**config.mk**
```make
export PLATFORM = sky130hd
export DESIGN_NAME = gaussian_coef_gen
export DESIGN_NICKNAME = d
export VERILOG_FILES = /design/src/rtl/gaussian_coef_gen.sv
export SDC_FILE = /design/constraint.sdc
export NUM_CORES = 2
export LEC_CHECK = 0
export BUFFER_PORTS_ARGS = -buffer_cell sky130_fd_sc_hd__clkbuf_2
export CAP_MARGIN = 20
export CORE_ASPECT_RATIO = 0.5
export CORE_MARGIN = 3
export CORE_UTILIZATION = 60
export CTS_BUF_LIST = sky130_fd_sc_hd__clkbuf_8
export CTS_CLUSTER_SIZE = 30
export DETAILED_ROUTE_END_ITERATION = 8
export HOLD_SLACK_MARGIN = 0.02
export PLACE_DENSITY = 0.82
export SLEW_MARGIN = 20
export SYNTH_ARGS = -nofsm -noshare
export SYNTH_HDL_FRONTEND = slang
export SYNTH_SLANG_ARGS = --single-unit
```
**constraint.sdc**
```tcl
create_clock -name clk -period 11.1 [get_ports clk]
set_clock_uncertainty 0.15 [all_clocks]
set_input_delay 0.555 -clock clk [delete_from_list [all_inputs] [get_ports clk]]
set_output_delay 0.555 -clock clk [all_outputs]
set_load 0.1 [all_outputs]
```
**src/rtl/gaussian_coef_gen.sv**
```systemverilog
// rtl/gaussian_coef_gen.sv - runtime-configurable Gaussian coefficient generator
//
// Builds the unique taps g[0..H] of a separable Gaussian with an integer multiply
// recurrence (g[d] ~ r^(d^2)), normalises them to Q2.FRAC with a restoring divider,
// then streams the 1-D taps or the 2-D outer product over a valid/ready port.
//
// Ports:
//   clk, reset_n          clock, asynchronous active-low reset
//   start, abort          run request (IDLE only) / cancel current run
//   cfg_size, cfg_r,      kernel edge N, r = exp(-1/(2 sigma^2)) in Q0.R_W,
//   cfg_mode              0 = 1-D (N beats), 1 = 2-D (N*N beats); sampled at accept
//   busy, err, done       run in progress / illegal-size pulse / end-of-run pulse
//   out_valid, out_ready, coefficient stream
//   out_data, out_last
module gaussian_coef_gen #(
   parameter int MAX_SIZE = 9,
   parameter int FRAC     = 14,
   parameter int COEF_W   = 16,
   parameter int R_W      = 16
) (
   input  logic              clk,
   input  logic              reset_n,
   input  logic              start,
   input  logic              abort,
   input  logic [3:0]        cfg_size,
   input  logic [R_W-1:0]    cfg_r,
   input  logic              cfg_mode,
   output logic              busy,
   output logic              err,
   output logic              out_valid,
   input  logic              out_ready,
   output logic [COEF_W-1:0] out_data,
   output logic              out_last,
   output logic              done
);

   localparam int MAX_H = (MAX_SIZE - 1) / 2;
   localparam int IDX_W = $clog2(MAX_H + 1);
   localparam int G_W   = R_W + 1;
   localparam int S_W   = R_W + 1 + $clog2(MAX_SIZE);
   localparam int C_W   = FRAC + 1;
   localparam int DIV_W = S_W + C_W;
   localparam int BIT_W = $clog2(C_W + 1);
   localparam int GP_W  = G_W + R_W;
   localparam int RP_W  = 2 * R_W;
   localparam int P_W   = 2 * C_W;

   localparam logic [GP_W-1:0]  GP_HALF  = GP_W'(1) << (R_W - 1);
   localparam logic [RP_W-1:0]  RP_HALF  = RP_W'(1) << (R_W - 1);
   localparam logic [P_W-1:0]   P_HALF   = P_W'(1) << (FRAC - 1);
   localparam logic [P_W-1:0]   P_SAT    = P_W'({COEF_W{1'b1}});
   localparam logic [BIT_W-1:0] BIT_LAST = BIT_W'(C_W);
   localparam logic [BIT_W-1:0] BIT_ONE  = BIT_W'(1);
   localparam logic [IDX_W-1:0] IDX_ONE  = IDX_W'(1);
   localparam logic [3:0]       SIZE_MAX = 4'(MAX_SIZE);

   typedef enum logic [2:0] {S_IDLE, S_PREP, S_GEN, S_SUM, S_NORM, S_EMIT} state_t;

   state_t             r_state, w_next;
   logic [3:0]         r_n;
   logic [IDX_W-1:0]   r_h, r_d, r_tap;
   logic [R_W-1:0]     r_r, r_q, r_r2;
   logic               r_mode;
   logic [G_W-1:0]     r_g [0:MAX_H];
   logic [C_W-1:0]     r_c [0:MAX_H];
   logic [S_W-1:0]     r_s, r_rem;
   logic [C_W-1:0]     r_quo;
   logic [BIT_W-1:0]   r_bit;
   logic [3:0]         r_i, r_j;
   logic               r_err, r_done;

   logic               w_size_ok, w_xfer, w_last;
   logic [RP_W-1:0]    w_r2_prod, w_q_prod;
   logic [R_W-1:0]     w_r2, w_q_next;
   logic [GP_W-1:0]    w_g_prod;
   logic [G_W-1:0]     w_g_next;
   logic [S_W-1:0]     w_sum, w_rem_next;
   logic [DIV_W-1:0]   w_dividend;
   logic [S_W:0]       w_trial;
   logic               w_ge;
   logic [C_W-1:0]     w_quo_next, w_ca, w_cb;
   logic [3:0]         w_hn, w_di_full, w_dj_full, w_n_m1;
   logic [IDX_W-1:0]   w_di, w_dj;
   logic [P_W-1:0]     w_prod, w_prod_sh;
   logic [COEF_W-1:0]  w_coef2;

   assign w_size_ok = cfg_size[0] && (cfg_size >= 4'd3) && (cfg_size <= SIZE_MAX);

   // Recurrence arithmetic, each product rounded half-up before the shift.
   assign w_r2_prod = RP_W'(r_r) * RP_W'(r_r);
   assign w_r2      = R_W'((w_r2_prod + RP_HALF) >> R_W);
   assign w_g_prod  = GP_W'(r_g[r_d - IDX_ONE]) * GP_W'(r_q);
   assign w_g_next  = G_W'((w_g_prod + GP_HALF) >> R_W);
   assign w_q_prod  = RP_W'(r_q) * RP_W'(r_r2);
   assign w_q_next  = R_W'((w_q_prod + RP_HALF) >> R_W);

   // Unused high taps stay zero (cleared in PREP), so summing the full array is safe.
   always_comb begin
      w_sum = S_W'(r_g[0]);
      for (int k = 1; k <= MAX_H; k++) begin
         w_sum = w_sum + (S_W'(r_g[k]) << 1);
      end
   end

   // Restoring divider: the quotient never exceeds 2^FRAC, so the upper dividend
   // bits are already below S and C_W iterations produce the whole quotient.
   assign w_dividend = (DIV_W'(r_g[r_tap]) << FRAC) + DIV_W'(r_s >> 1);
   assign w_trial    = {r_rem, r_quo[C_W-1]};
   assign w_ge       = (w_trial >= {1'b0, r_s});
   assign w_rem_next = w_ge ? S_W'(w_trial - {1'b0, r_s}) : S_W'(w_trial);
   assign w_quo_next = {r_quo[C_W-2:0], w_ge};

   // Beat (i,j) uses the mirrored tap distance from the centre on each axis.
   assign w_hn      = 4'(r_h);
   assign w_n_m1    = r_n - 4'd1;
   assign w_di_full = (r_i >= w_hn) ? (r_i - w_hn) : (w_hn - r_i);
   assign w_dj_full = (r_j >= w_hn) ? (r_j - w_hn) : (w_hn - r_j);
   assign w_di      = IDX_W'(w_di_full);
   assign w_dj      = IDX_W'(w_dj_full);
   assign w_ca      = r_c[w_di];
   assign w_cb      = r_c[w_dj];
   assign w_prod    = P_W'(w_ca) * P_W'(w_cb) + P_HALF;
   assign w_prod_sh = w_prod >> FRAC;
   assign w_coef2   = (w_prod_sh > P_SAT) ? {COEF_W{1'b1}} : COEF_W'(w_prod_sh);

   assign w_last = r_mode ? ((r_i == w_n_m1) && (r_j == w_n_m1)) : (r_j == w_n_m1);
   assign w_xfer = (r_state == S_EMIT) && out_ready;

   assign busy      = (r_state != S_IDLE);
   assign out_valid = (r_state == S_EMIT);
   assign out_last  = out_valid && w_last;
   assign out_data  = out_valid ? (r_mode ? w_coef2 : COEF_W'(w_cb)) : '0;
   assign err       = r_err;
   assign done      = r_done;

   always_ff @(posedge clk or negedge reset_n) begin
      if (!reset_n) begin
         r_state <= S_IDLE;
      end else begin
         r_state <= w_next;
      end
   end

   always_comb begin
      w_next = r_state;
      case (r_state)
         S_IDLE:  if (start && w_size_ok) w_next = S_PREP;
         S_PREP:  w_next = S_GEN;
         S_GEN:   if (r_d == r_h) w_next = S_SUM;
         S_SUM:   w_next = S_NORM;
         S_NORM:  if ((r_tap == r_h) && (r_bit == BIT_LAST)) w_next = S_EMIT;
         S_EMIT:  if (w_xfer && w_last) w_next = S_IDLE;
         default: w_next = S_IDLE;
      endcase
      // abort beats everything, including a transfer in the same cycle
      if (abort && (r_state != S_IDLE)) w_next = S_IDLE;
   end

   always_ff @(posedge clk or negedge reset_n) begin
      if (!reset_n) begin
         r_n    <= '0;
         r_h    <= '0;
         r_d    <= '0;
         r_tap  <= '0;
         r_r    <= '0;
         r_q    <= '0;
         r_r2   <= '0;
         r_mode <= 1'b0;
         r_s    <= '0;
         r_rem  <= '0;
         r_quo  <= '0;
         r_bit  <= '0;
         r_i    <= '0;
         r_j    <= '0;
         r_err  <= 1'b0;
         r_done <= 1'b0;
         for (int k = 0; k <= MAX_H; k++) begin
            r_g[k] <= '0;
            r_c[k] <= '0;
         end
      end else begin
         r_err  <= (r_state == S_IDLE) && start && !w_size_ok;
         r_done <= w_xfer && w_last && !abort;
         case (r_state)
            S_IDLE: begin
               if (start && w_size_ok) begin
                  r_n    <= cfg_size;
                  r_h    <= IDX_W'((cfg_size - 4'd1) >> 1);
                  r_r    <= cfg_r;
                  r_mode <= cfg_mode;
                  r_i    <= '0;
                  r_j    <= '0;
               end
            end
            S_PREP: begin
               for (int k = 1; k <= MAX_H; k++) begin
                  r_g[k] <= '0;
               end
               r_g[0] <= G_W'(1) << R_W;
               r_q    <= r_r;
               r_r2   <= w_r2;
               r_d    <= IDX_ONE;
            end
            S_GEN: begin
               r_g[r_d] <= w_g_next;
               r_q      <= w_q_next;
               r_d      <= r_d + IDX_ONE;
            end
            S_SUM: begin
               r_s   <= w_sum;
               r_tap <= '0;
               r_bit <= '0;
            end
            S_NORM: begin
               if (r_bit == '0) begin
                  r_rem <= w_dividend[DIV_W-1:C_W];
                  r_quo <= w_dividend[C_W-1:0];
                  r_bit <= BIT_ONE;
               end else begin
                  r_rem <= w_rem_next;
                  r_quo <= w_quo_next;
                  if (r_bit == BIT_LAST) begin
                     r_c[r_tap] <= w_quo_next;
                     r_tap      <= r_tap + IDX_ONE;
                     r_bit      <= '0;
                  end else begin
                     r_bit <= r_bit + BIT_ONE;
                  end
               end
            end
            S_EMIT: begin
               if (w_xfer) begin
                  if (r_j == w_n_m1) begin
                     r_j <= '0;
                     r_i <= r_i + 4'd1;
                  end else begin
                     r_j <= r_j + 4'd1;
                  end
               end
            end
            default: begin
               r_d <= '0;
            end
         endcase
      end
   end

endmodule
```
==> results.sh <==
export IMPL_ys_top_cells_by_count="1016 x inv_1, 785 x fa_1, 771 x nand2_1, 506 x ha_1, 296 x dfrtp_1"
export IMPL_syn_num_nets=6673
export IMPL_viasPerCell=5.89
export IMPL_remaining_drc_errors=0
export IMPL_cpMostUsedCell="fa_1"
export IMPL_rows=73
export IMPL_critical_path_max_stage_delay_ps=590
export IMPL_hp_class="in -> reg"
export IMPL_synth_cells=5356
export IMPL_io_buffers=46
export IMPL_grt_pass1_vias=40800
export IMPL_min_period_over_period_pct=95.5
export IMPL_ios=47
export IMPL_drv_slew=0
export IMPL_synthArstFlopShare_pct=100
export IMPL_clock_latency_ps=680
export IMPL_yosysSeqAreaShare_pct=15.1
export IMPL_ant_nets=0
export IMPL_firstDrtPassIters=6
export IMPL_clk_pin_slew_ps=70
export IMPL_path_buf_inv=6
export IMPL_synth_top_area_share_pct=32.1
export IMPL_grt_pass1_wl_um=205000
export IMPL_cp_arrival_ps=9900
export IMPL_cts_max_path_buffers=3
export IMPL_start_kind="register"
export IMPL_core_area_mm2=0.0801
export IMPL_synth_area_leaders="fa_1 32%, dfrtp_1 15%, ha_1 13%"
export IMPL_place_congestion=0.915
export IMPL_fp_dieArea_mm2=0.0852
export IMPL_ys_ff_latch=296
export IMPL_die_w_um=410
export IMPL_path_delay_family="adder cells"
export IMPL_grt_max_degree=158
export IMPL_drive_gt1_share_pct=7.30
export IMPL_crit_fanout=13
export IMPL_crit_path_end_kind="output port"
export IMPL_run_status="finished, final reports clean"
export IMPL_cts_sinks=296
export IMPL_period_needed_ps=10610
export IMPL_fin_nets=6614
export IMPL_antennaDiodeCount=0
export IMPL_area_growth_pct=5.35
export IMPL_vias=37800
export IMPL_wl_per_cell_um=19.1
export IMPL_avgSynthCellArea_um2=9.13
export IMPL_worstPathRequired_ps=10400
export IMPL_syn_area_mm2=0.0489
export IMPL_synth_cell_type_count=84
export IMPL_tightestPinTransition_ps=1110
export IMPL_overflow=0
export IMPL_cts_tree="built"
export IMPL_final_cells=6414
export IMPL_die_h_um=208
export IMPL_numCtsBuffers=47
export IMPL_relSlewSlack_pct=25.8
export IMPL_drt_iter0_markers=3318
export IMPL_drv_cap=0
export IMPL_start_util_pct=61.0
export IMPL_yosysTopAreaCell="fa_1"
export IMPL_slowest_stage="a22o_1"
export IMPL_antenna_found_initial=2
export IMPL_track_usage_pct=29.5
export IMPL_dpl_hpwl_um=95000
export IMPL_finalWirelength_um=122000
export IMPL_place_area_mm2=0.0503
export IMPL_ys_warn_count=0
export IMPL_hold_viol_final=0
export IMPL_setup_viol_count_final=0
export IMPL_fmax_ghz=0.0943
export IMPL_tns_ps=0
export IMPL_synth_most_common_cell="inv_1"
export IMPL_fin_area_mm2=0.0515
export IMPL_synth_ff_type="dfrtp_1"
export IMPL_cts_root_buf="clkbuf_8"
export IMPL_dp_cells=6314
export IMPL_synth_edf_count=0
export IMPL_path_class="reg -> out"
export IMPL_htree_levels=2
-- cells in the final DEF (no fill, tap or decap), drive strengths merged, types with 8 or more instances in the layout --
| master | Yosys | final |
|---|---|---|
| a211oi | 23 | 23 |
| a21o | 34 | 34 |
| a21oi | 120 | 120 |
| a22o | 32 | 32 |
| a22oi | 46 | 46 |
| a31oi | 31 | 31 |
| and2 | 288 | 288 |
| and3 | 38 | 38 |
| buf | 15 | 80 |
| clkbuf | 236 | 98 |
| clkinv | 2 | 9 |
| dfrtp | 296 | 296 |
| dlygate4sd3 | 0 | 20 |
| fa | 785 | 785 |
| ha | 506 | 506 |
| inv | 1016 | 1032 |
| mux2 | 100 | 100 |
| mux2i | 29 | 29 |
| mux4 | 38 | 38 |
| nand2 | 772 | 772 |
| nand2b | 16 | 16 |
| nand3 | 131 | 131 |
| nand4 | 18 | 18 |
| nor2 | 209 | 209 |
| nor2b | 22 | 22 |
| nor3 | 26 | 26 |
| nor3b | 8 | 8 |
| nor4 | 8 | 8 |
| o21a | 8 | 8 |
| o21ai | 229 | 229 |
| o21bai | 13 | 13 |
| o22ai | 10 | 10 |
| o31ai | 30 | 30 |
| or2 | 10 | 10 |
| xnor2 | 61 | 61 |
| xor2 | 70 | 70 |
-- worst register-to-register path, delay by kind of cell, from the launching register on --
kind            cells  cell delay [ps]
xor+xnor            2             1240
buf+inv             7              700
fa+ha+maj           8             3570
simple gates        6             1040
compound gates     10             2340
flops               1              600
-- path summary, 6_finish.rpt --
| check | startpoint | endpoint | slack (ps) | cells past startpoint |
|---|---|---|---|---|
| min in group asynchronous | reset_n | r_g[70] | 400 | 2 |
| max in group asynchronous | reset_n | r_c[49] | 8360 | 4 |
| worst max register to register | r_d[1] | r_g[49] | 1350 | 33 |
| worst min register to register | r_q[3] | r_q[3] | 360 | 2 |
| worst max-delay path | r_h[1] | out_data[13] | 490 | 29 |
| worst min-delay path | cfg_size[2] | r_n[2] | 90 | 2 |
-- layer usage --
layer  part of all wire, %  GRT usage (%)
met3                   8.2           4.68
met5                 0.011              0
met2                    49           49.6
met1                    40           38.8
met4                   3.4           10.6
-- area by class of cell --
class,instances,area (µm²)
Clock buffer,55,757
Clock inverter,24,165
Fill cell,6270,28600
Inverter,1018,3820
Multi-Input combinational cell,3791,36900
Sequential cell,296,7410
Tap cell,1087,1360
Timing Repair Buffer,143,1060
-- registers in the layout (all words and copies together) (netlist names) --
signal and cells:
r_s 21, r_bit 4, done 1, r_mode 1, r_r 16, r_q 16, r_quo 15, r_d 3
r_n 4, r_h 3, r_c 75, r_i 4, r_rem 21, r_j 4, r_tap 3, r_g 85
r_state 3, err 1, r_r2 16
-- cells by family after synthesis --
| group | Yosys count | share of synthesized area [%] |
|---|---|---|
| adder cells (fa/ha/maj) | 1291 | 45.1 |
| AO/OA/AOI/OAI | 636 | 8.22 |
| AND/OR/NAND/NOR | 1566 | 14.7 |
| flip-flops | 296 | 15.1 |
| multiplexers | 167 | 4.70 |
| buffers and inverters | 1269 | 9.78 |
| XOR/XNOR | 131 | 2.35 |
-- what timing repair did --
item,CTS,global route
setup buffers,0,0
setup endpoints to repair,0,12
gates resized for setup,0,11
hold endpoints to repair,103,0
hold buffers,20,0
-- metrics by stage --
step,setup WS (ps),utilization [%],hold WS (ps)
floorplan,148,-,109
global route,-1.03,64.3,65.5
detailed placement,904,62.8,342
CTS,237,64.2,49.0
global placement,1080,62.8,331
finish,495,64.3,88.8
Power is not shown: default switching activity piles up to over one toggle a cycle in this logic, so the estimate is an artifact.
